`src/rtl/fir_mac_scheduler.sv`:
```
// Two-channel arbiter and tap sequencer for the shared FIR multiply-accumulate datapath.
// Define FIR_FLUSH_EN to add the delay-line zero-flush state and its flush_i/flush_ch_i/wr_zero_o ports.
module fir_mac_scheduler #(
  parameter int FIR_SIZE = 64,
  parameter int ADDR_W   = $clog2(FIR_SIZE),
  parameter int MAC_LAT  = 2
) (
  input  logic              clkk,
  input  logic              rst_n,
  input  logic [1:0]        in_valid_i,
  output logic [1:0]        in_ready_o,
  output logic              ch_sel_o,
  output logic              wr_en_o,
  output logic [ADDR_W-1:0] wr_addr_o,
  output logic [ADDR_W-1:0] rd_addr_o,
  output logic [ADDR_W-1:0] coef_addr_o,
  output logic              acc_clr_o,
  output logic              acc_en_o,
  output logic              out_valid_o,
  output logic              out_ch_o,
  output logic              busy_o
`ifdef FIR_FLUSH_EN
  ,
  input  logic              flush_i,
  input  logic              flush_ch_i,
  output logic              wr_zero_o
`endif
);

  localparam logic [2:0] IDLE  = 3'd0;
  localparam logic [2:0] LOAD  = 3'd1;
  localparam logic [2:0] MAC   = 3'd2;
  localparam logic [2:0] DRAIN = 3'd3;
  localparam logic [2:0] DONE  = 3'd4;
  localparam logic [2:0] FLUSH = 3'd5;

  localparam logic [ADDR_W-1:0] LAST_TAP   = ADDR_W'(FIR_SIZE - 1);
  localparam logic [ADDR_W-1:0] LAST_DRAIN = ADDR_W'(MAC_LAT - 1);

  logic [2:0]        state_q, state_d;
  logic [ADDR_W-1:0] cnt_q, cnt_d;
  logic              ch_sel_q, ch_sel_d;
  logic              last_ch_q, last_ch_d;
  logic [ADDR_W-1:0] head_q [2];
  logic [ADDR_W-1:0] head_d [2];
  logic [MAC_LAT-1:0] tap_sr_q, tap_sr_d;
  logic [MAC_LAT:0]   tap_sr_ext;

  logic gnt_ch;
  logic flush_req;
  logic flush_ch;

`ifdef FIR_FLUSH_EN
  assign flush_req = flush_i;
  assign flush_ch  = flush_ch_i;
  assign wr_zero_o = (state_q == FLUSH);
`else
  assign flush_req = 1'b0;
  assign flush_ch  = 1'b0;
`endif

  // On a tie the channel not served last wins.
  assign gnt_ch = (in_valid_i == 2'b11) ? ~last_ch_q : in_valid_i[1];

  always_comb begin
    in_ready_o = 2'b00;
    if (rst_n && (state_q == IDLE) && !flush_req && (|in_valid_i))
      in_ready_o = gnt_ch ? 2'b10 : 2'b01;
  end

  assign tap_sr_ext = {tap_sr_q, (state_q == MAC)};
  assign tap_sr_d   = tap_sr_ext[MAC_LAT-1:0];

  always_comb begin
    state_d   = state_q;
    cnt_d     = cnt_q;
    ch_sel_d  = ch_sel_q;
    last_ch_d = last_ch_q;
    head_d    = head_q;
    case (state_q)
      IDLE: begin
        if (flush_req) begin
          state_d  = FLUSH;
          ch_sel_d = flush_ch;
          cnt_d    = '0;
        end else if (|in_ready_o) begin
          state_d  = LOAD;
          ch_sel_d = gnt_ch;
        end
      end
      LOAD: begin
        state_d = MAC;
        cnt_d   = '0;
      end
      MAC: begin
        cnt_d = cnt_q + 1'b1;
        if (cnt_q == LAST_TAP) begin
          state_d = DRAIN;
          cnt_d   = '0;
        end
      end
      DRAIN: begin
        cnt_d = cnt_q + 1'b1;
        if (cnt_q == LAST_DRAIN) begin
          state_d = DONE;
          cnt_d   = '0;
        end
      end
      DONE: begin
        state_d          = IDLE;
        head_d[ch_sel_q] = head_q[ch_sel_q] + 1'b1;
        last_ch_d        = ch_sel_q;
      end
      FLUSH: begin
        cnt_d = cnt_q + 1'b1;
        if (cnt_q == LAST_TAP) begin
          state_d          = IDLE;
          cnt_d            = '0;
          head_d[ch_sel_q] = '0;
        end
      end
      default: state_d = IDLE;
    endcase
  end

  always_ff @(posedge clkk) begin
    if (!rst_n) begin
      state_q   <= IDLE;
      cnt_q     <= '0;
      ch_sel_q  <= 1'b0;
      last_ch_q <= 1'b1;
      head_q[0] <= '0;
      head_q[1] <= '0;
      tap_sr_q  <= '0;
    end else begin
      state_q   <= state_d;
      cnt_q     <= cnt_d;
      ch_sel_q  <= ch_sel_d;
      last_ch_q <= last_ch_d;
      head_q[0] <= head_d[0];
      head_q[1] <= head_d[1];
      tap_sr_q  <= tap_sr_d;
    end
  end

  always_comb begin
    wr_en_o     = 1'b0;
    wr_addr_o   = '0;
    rd_addr_o   = '0;
    coef_addr_o = '0;
    acc_clr_o   = 1'b0;
    out_valid_o = 1'b0;
    out_ch_o    = 1'b0;
    case (state_q)
      LOAD: begin
        wr_en_o   = 1'b1;
        wr_addr_o = head_q[ch_sel_q];
        acc_clr_o = 1'b1;
      end
      MAC: begin
        rd_addr_o   = head_q[ch_sel_q] - cnt_q;
        coef_addr_o = cnt_q;
      end
      DONE: begin
        out_valid_o = 1'b1;
        out_ch_o    = ch_sel_q;
      end
      FLUSH: begin
        wr_en_o   = 1'b1;
        wr_addr_o = cnt_q;
      end
      default: ;
    endcase
  end

  assign ch_sel_o = ch_sel_q;
  assign acc_en_o = tap_sr_q[MAC_LAT-1];
  assign busy_o   = (state_q != IDLE);

endmodule

```
`config.mk`:
```
export PLATFORM = sky130hd
export DESIGN_NAME = fir_mac_scheduler
export DESIGN_NICKNAME = d
export VERILOG_FILES = /design/src/rtl/fir_mac_scheduler.sv
export SDC_FILE = /design/constraint.sdc
export NUM_CORES = 1
export LEC_CHECK = 0
export ABC_AREA = 1
export CAP_MARGIN = 20
export CORE_AREA = 5 5 67 69
export CTS_CLUSTER_SIZE = 10
export DETAILED_ROUTE_END_ITERATION = 10
export DIE_AREA = 0 0 72 74
export PLACE_DENSITY = 0.73
export REMOVE_ABC_BUFFERS = 1
export SYNTH_ARGS = -nofsm -noshare
export SYNTH_HDL_FRONTEND = slang
export SYNTH_SLANG_ARGS = --single-unit
```
`constraint.sdc`:
```
create_clock -name clkk -period 2.7 [get_ports clkk]
set_input_delay 0.81 -clock clkk [delete_from_list [all_inputs] [get_ports clkk]]
set_output_delay 0.81 -clock clkk [all_outputs]
set_load 0.005 [all_outputs]
```
==> flow_results.xml <==
<?xml version="1.0" encoding="UTF-8"?>
<metrics>
  <group name="logic_synthesis">
    <metric name="synthArstFlopShare" unit="">0</metric>
    <metric name="ys_top_cells_by_area" unit="">dfxtp_1 30%, nand2_1 15%, inv_1 6.6%</metric>
    <metric name="share_of_the_synthesized_area_in_the_top_cell_type" unit="">0.2952</metric>
    <metric name="ys_seq_area_frac" unit="">0.2952</metric>
    <metric name="ys_top_cells_by_count" unit="">69 x nand2_1, 30 x inv_1, 25 x dfxtp_1, 25 x nor2_1, 22 x a21oi_1</metric>
    <metric name="post_synth_instance_area" unit="µm²">1695</metric>
    <metric name="synthesis.area_per_instance" unit="µm²">6.422</metric>
    <metric name="synthesized_instance_count" unit="">264</metric>
    <metric name="synth_top_area_cell" unit="">dfxtp_1</metric>
    <metric name="yosys_warnings" unit="">0</metric>
    <metric name="synth.lib_cells_used.distinct" unit="">32</metric>
    <metric name="synth-main-ff-cell" unit="">dfxtp_1</metric>
    <metric name="flops_latches_synth" unit="">25</metric>
    <metric name="synth_enable_flop_cells" unit="">0</metric>
    <metric name="post-synth-top-count-cell" unit="">nand2_1</metric>
  </group>
  <group name="critical_path">
    <metric name="critPathMaxFanout" unit="">5</metric>
    <metric name="critPathLaunchType" unit="">register</metric>
    <metric name="required_time_of_the_worst_setup_path" unit="ps">1890</metric>
    <metric name="crit_type" unit="">reg -&gt; out</metric>
    <metric name="cp-end-kind" unit="">output pin</metric>
    <metric name="timing.critical_path.slowest_cell_delay" unit="ps">390</metric>
    <metric name="critPathBufInv" unit="">5</metric>
    <metric name="cp_common_cell" unit="">nand2_2</metric>
    <metric name="crit_family" unit="">buffers and inverters</metric>
    <metric name="cpMaxStageDelayCell" unit="">dfxtp_4</metric>
    <metric name="worst_path_cell_trace" unit="">inv_4, buf_6, nand2_2, nand2_2, buf_6, fa_2, nand2_2, inv_2, o21ai_1, nand2_1, o21ai_1, a21oi_1, buf_2</metric>
    <metric name="worst_ep_arrival_time" unit="ps">2010</metric>
  </group>
  <group name="sta">
    <metric name="grt_setup_unrepaired" unit="">yes</metric>
    <metric name="worst_clk_skew" unit="ps">5.194</metric>
    <metric name="worst_slew_margin_relative_to_its_limit" unit="">0.8168</metric>
    <metric name="setup_viol" unit="">2</metric>
    <metric name="worst-slew-pin-transition" unit="ps">273.9</metric>
    <metric name="period_share" unit="">1.044</metric>
    <metric name="timing.final.hold_violations" unit="">0</metric>
    <metric name="post-route-min-period" unit="ps">2819</metric>
    <metric name="fin_worst_hold_slack" unit="ps">447.4</metric>
    <metric name="maxSlewViolCount" unit="">0</metric>
    <metric name="final_critical_path_setup_slack" unit="ps">-119.4</metric>
    <metric name="max_freq" unit="MHz">354.7</metric>
  </group>
  <group name="min_path">
    <metric name="holdCritPathClass" unit="">reg -&gt; reg</metric>
  </group>
  <group name="drt">
    <metric name="via_count" unit="">1941</metric>
    <metric name="drc" unit="">0</metric>
    <metric name="detail_route.first_pass.iterations" unit="">4</metric>
    <metric name="drt_iter0_markers" unit="">97</metric>
    <metric name="drt-vias-per-instance" unit="">5.081</metric>
    <metric name="wirelength" unit="µm">5131</metric>
    <metric name="wl_per_cell" unit="µm">13.43</metric>
    <metric name="drt.antenna.violating_nets" unit="">0</metric>
  </group>
  <group name="cts">
    <metric name="maximum_buffer_depth_of_the_clock_tree" unit="">2</metric>
    <metric name="cts_root_buf" unit="">clkbuf_8</metric>
    <metric name="ctsHtreeMaxLevel" unit="">1</metric>
    <metric name="cts_sinks" unit="">25</metric>
    <metric name="cts_tree" unit="">done</metric>
    <metric name="clkSlewWorstSetupHoldPaths" unit="ps">90</metric>
    <metric name="insertion_delay" unit="ps">270</metric>
    <metric name="numCtsBuffers" unit="">3</metric>
  </group>
  <group name="floorplanning">
    <metric name="core_area" unit="µm²">3856</metric>
    <metric name="floorplan.die.width" unit="µm">72</metric>
    <metric name="initial_core_util" unit="">0.4396</metric>
    <metric name="die_y" unit="µm">74</metric>
    <metric name="ios" unit="">31</metric>
    <metric name="floorplan.die_area" unit="µm²">5328</metric>
    <metric name="rows" unit="">23</metric>
  </group>
  <group name="global_routing">
    <metric name="track_usage" unit="">0.1928</metric>
    <metric name="wire_length_of_the_first_global_routing_pass" unit="µm">8142</metric>
    <metric name="grt_max_degree" unit="">17</metric>
    <metric name="grt_pass1_vias" unit="">1835</metric>
    <metric name="grt_overflow_total" unit="">0</metric>
    <metric name="grt_antenna_before_repair" unit="">0</metric>
  </group>
  <group name="flow_run">
    <metric name="max_cap_violations" unit="">0</metric>
  </group>
  <group name="layout">
    <metric name="areaGrowthSynthToFinish" unit="%">48.49</metric>
    <metric name="fillCellCount" unit="">357</metric>
    <metric name="num_antenna_cells" unit="">0</metric>
    <metric name="final_layout_size_suffix_gt1_frac" unit="">0.3253</metric>
    <metric name="finalInstanceArea" unit="µm²">2517</metric>
    <metric name="multi_input_area" unit="µm²">1176</metric>
    <metric name="final-seq-area" unit="µm²">506.7</metric>
    <metric name="final_instance_count_excl_fillers" unit="">382</metric>
    <metric name="fin_nets" unit="">346</metric>
  </group>
  <group name="status">
    <metric name="outcome" unit="">finished with violations</metric>
    <metric name="violations_in_the_final_reports" unit="">negative setup slack</metric>
  </group>
  <group name="place">
    <metric name="post-place-ws" unit="ps">-457.0</metric>
    <metric name="placed_area" unit="µm²">2248</metric>
    <metric name="place_congestion" unit="">0.8361</metric>
    <metric name="port_buffers" unit="">30</metric>
    <metric name="place_hpwl" unit="µm">3652</metric>
    <metric name="place_inst" unit="">368</metric>
  </group>
  <group name="power_and_ir_drop">
    <metric name="total_leakage_power" unit="µW">0.001154</metric>
    <metric name="maximum_vdd_drop" unit="mV">0.4069</metric>
    <metric name="power_density" unit="nW/µm²">527.5</metric>
  </group>
</metrics>
[repair_timing]
action / in CTS / in global routing
buffers inserted: 5 / 5
cloned: 0 / 0
pin swaps: 20 / 15
endpoints found under the setup margin: 13 / 12
resized for setup: 62 / 22
hold buffers: 0 / 0
[worst register-to-register path: cells and delay by family (launching register included)]
family                     cells  cell delay (ps)
adders and majority gates      1              170
buffers and inverters          1              160
AOI/OAI and AO/OA              1               60
and+or+nand+nor                6              910
DFF                            1              390
[power breakdown]
part	switching [µW]	total, µW	internal [µW]
Combinational	372	668	296
Clock	118	222	103
Sequential	36.3	438	402
Total	527	1330	801
[logic make-up (layout without fill, tap and decap cells)]
family                   count (synthesis)  in the layout  share of synthesized area
AO/OA/AOI/OAI                           48             48                     0.1550
XOR/XNOR                                 4              4                    0.02067
adder cells (fa/ha/maj)                  9              9                    0.07085
buffers and inverters                   42            110                    0.09815
flip-flops                              25             25                     0.2952
AND/OR/NAND/NOR                        136            136                     0.3602
[placed cells by master, fill, tap and decap left out, types with 3 or more instances in the layout]
| cell type | count |
|---|---|
| nand3_1 | 20 |
| o21ai_1 | 6 |
| buf_2 | 7 |
| nor2_2 | 4 |
| dfxtp_1 | 22 |
| ha_4 | 5 |
| a31oi_1 | 3 |
| nand2_2 | 16 |
| inv_1 | 24 |
| nand2_4 | 3 |
| nand2_1 | 59 |
| buf_6 | 4 |
| a21oi_1 | 20 |
| clkbuf_8 | 3 |
| buf_4 | 34 |
| ha_1 | 3 |
| nor2_1 | 23 |
| o21ai_0 | 9 |
| clkdlybuf4s50_1 | 19 |
| inv_2 | 11 |
[per-layer routing]
layer	GRT usage	share of wire	vias up
li1	-	-	990
met1	0.2380	0.42	893
met2	0.3469	0.51	51
met3	0.02838	0.053	7
met4	0.06054	0.016	0
met5	0	0	-
[final timing paths]
| check | startpoint | endpoint | cells past startpoint | slack, ps |
|---|---|---|---|---|
| worst max-delay path | ch_sel_o$_SDFFE_PN0P_ | rd_addr_o[4] | 13 | -120 |
| worst min-delay path | tap_sr_q[0]$_SDFF_PN0_ | tap_sr_q[1]$_SDFF_PN0_ | 2 | 450 |
| worst max register to register | cnt_q[0]$_SDFFE_PN0P_ | head_q[2]$_SDFFE_PN0P_ | 9 | 910 |
| worst min register to register | tap_sr_q[0]$_SDFF_PN0_ | tap_sr_q[1]$_SDFF_PN0_ | 2 | 450 |
[layout make-up]
class                   instances  area share
clock buffers                   3     0.01640
clock inverters                 1    0.001988
inverters                      37     0.05666
multi-input cells             197      0.4672
flip-flops and latches         25      0.2013
well taps                      50     0.02485
repair buffers                 69      0.2316
[flip-flops by register name (all words and copies together) (netlist names)]
register	count
state_q	3
last_ch_q	1
tap_sr_q	2
ch_sel_o	1
head_q	12
cnt_q	6
[through the flow]
step | utilization | power [µW] | TNS [ps]
floorplan | - | 766.9 | -173.1
global placement | 0.5831 | 1006 | -1969
CTS | 0.6282 | 1273 | -343.5
finish | 0.6528 | 1328 | -204.5
detailed placement | 0.5831 | 1013 | -2235
global route | 0.6528 | 1425 | -575.9
Power figures use the tool's default switching activity.
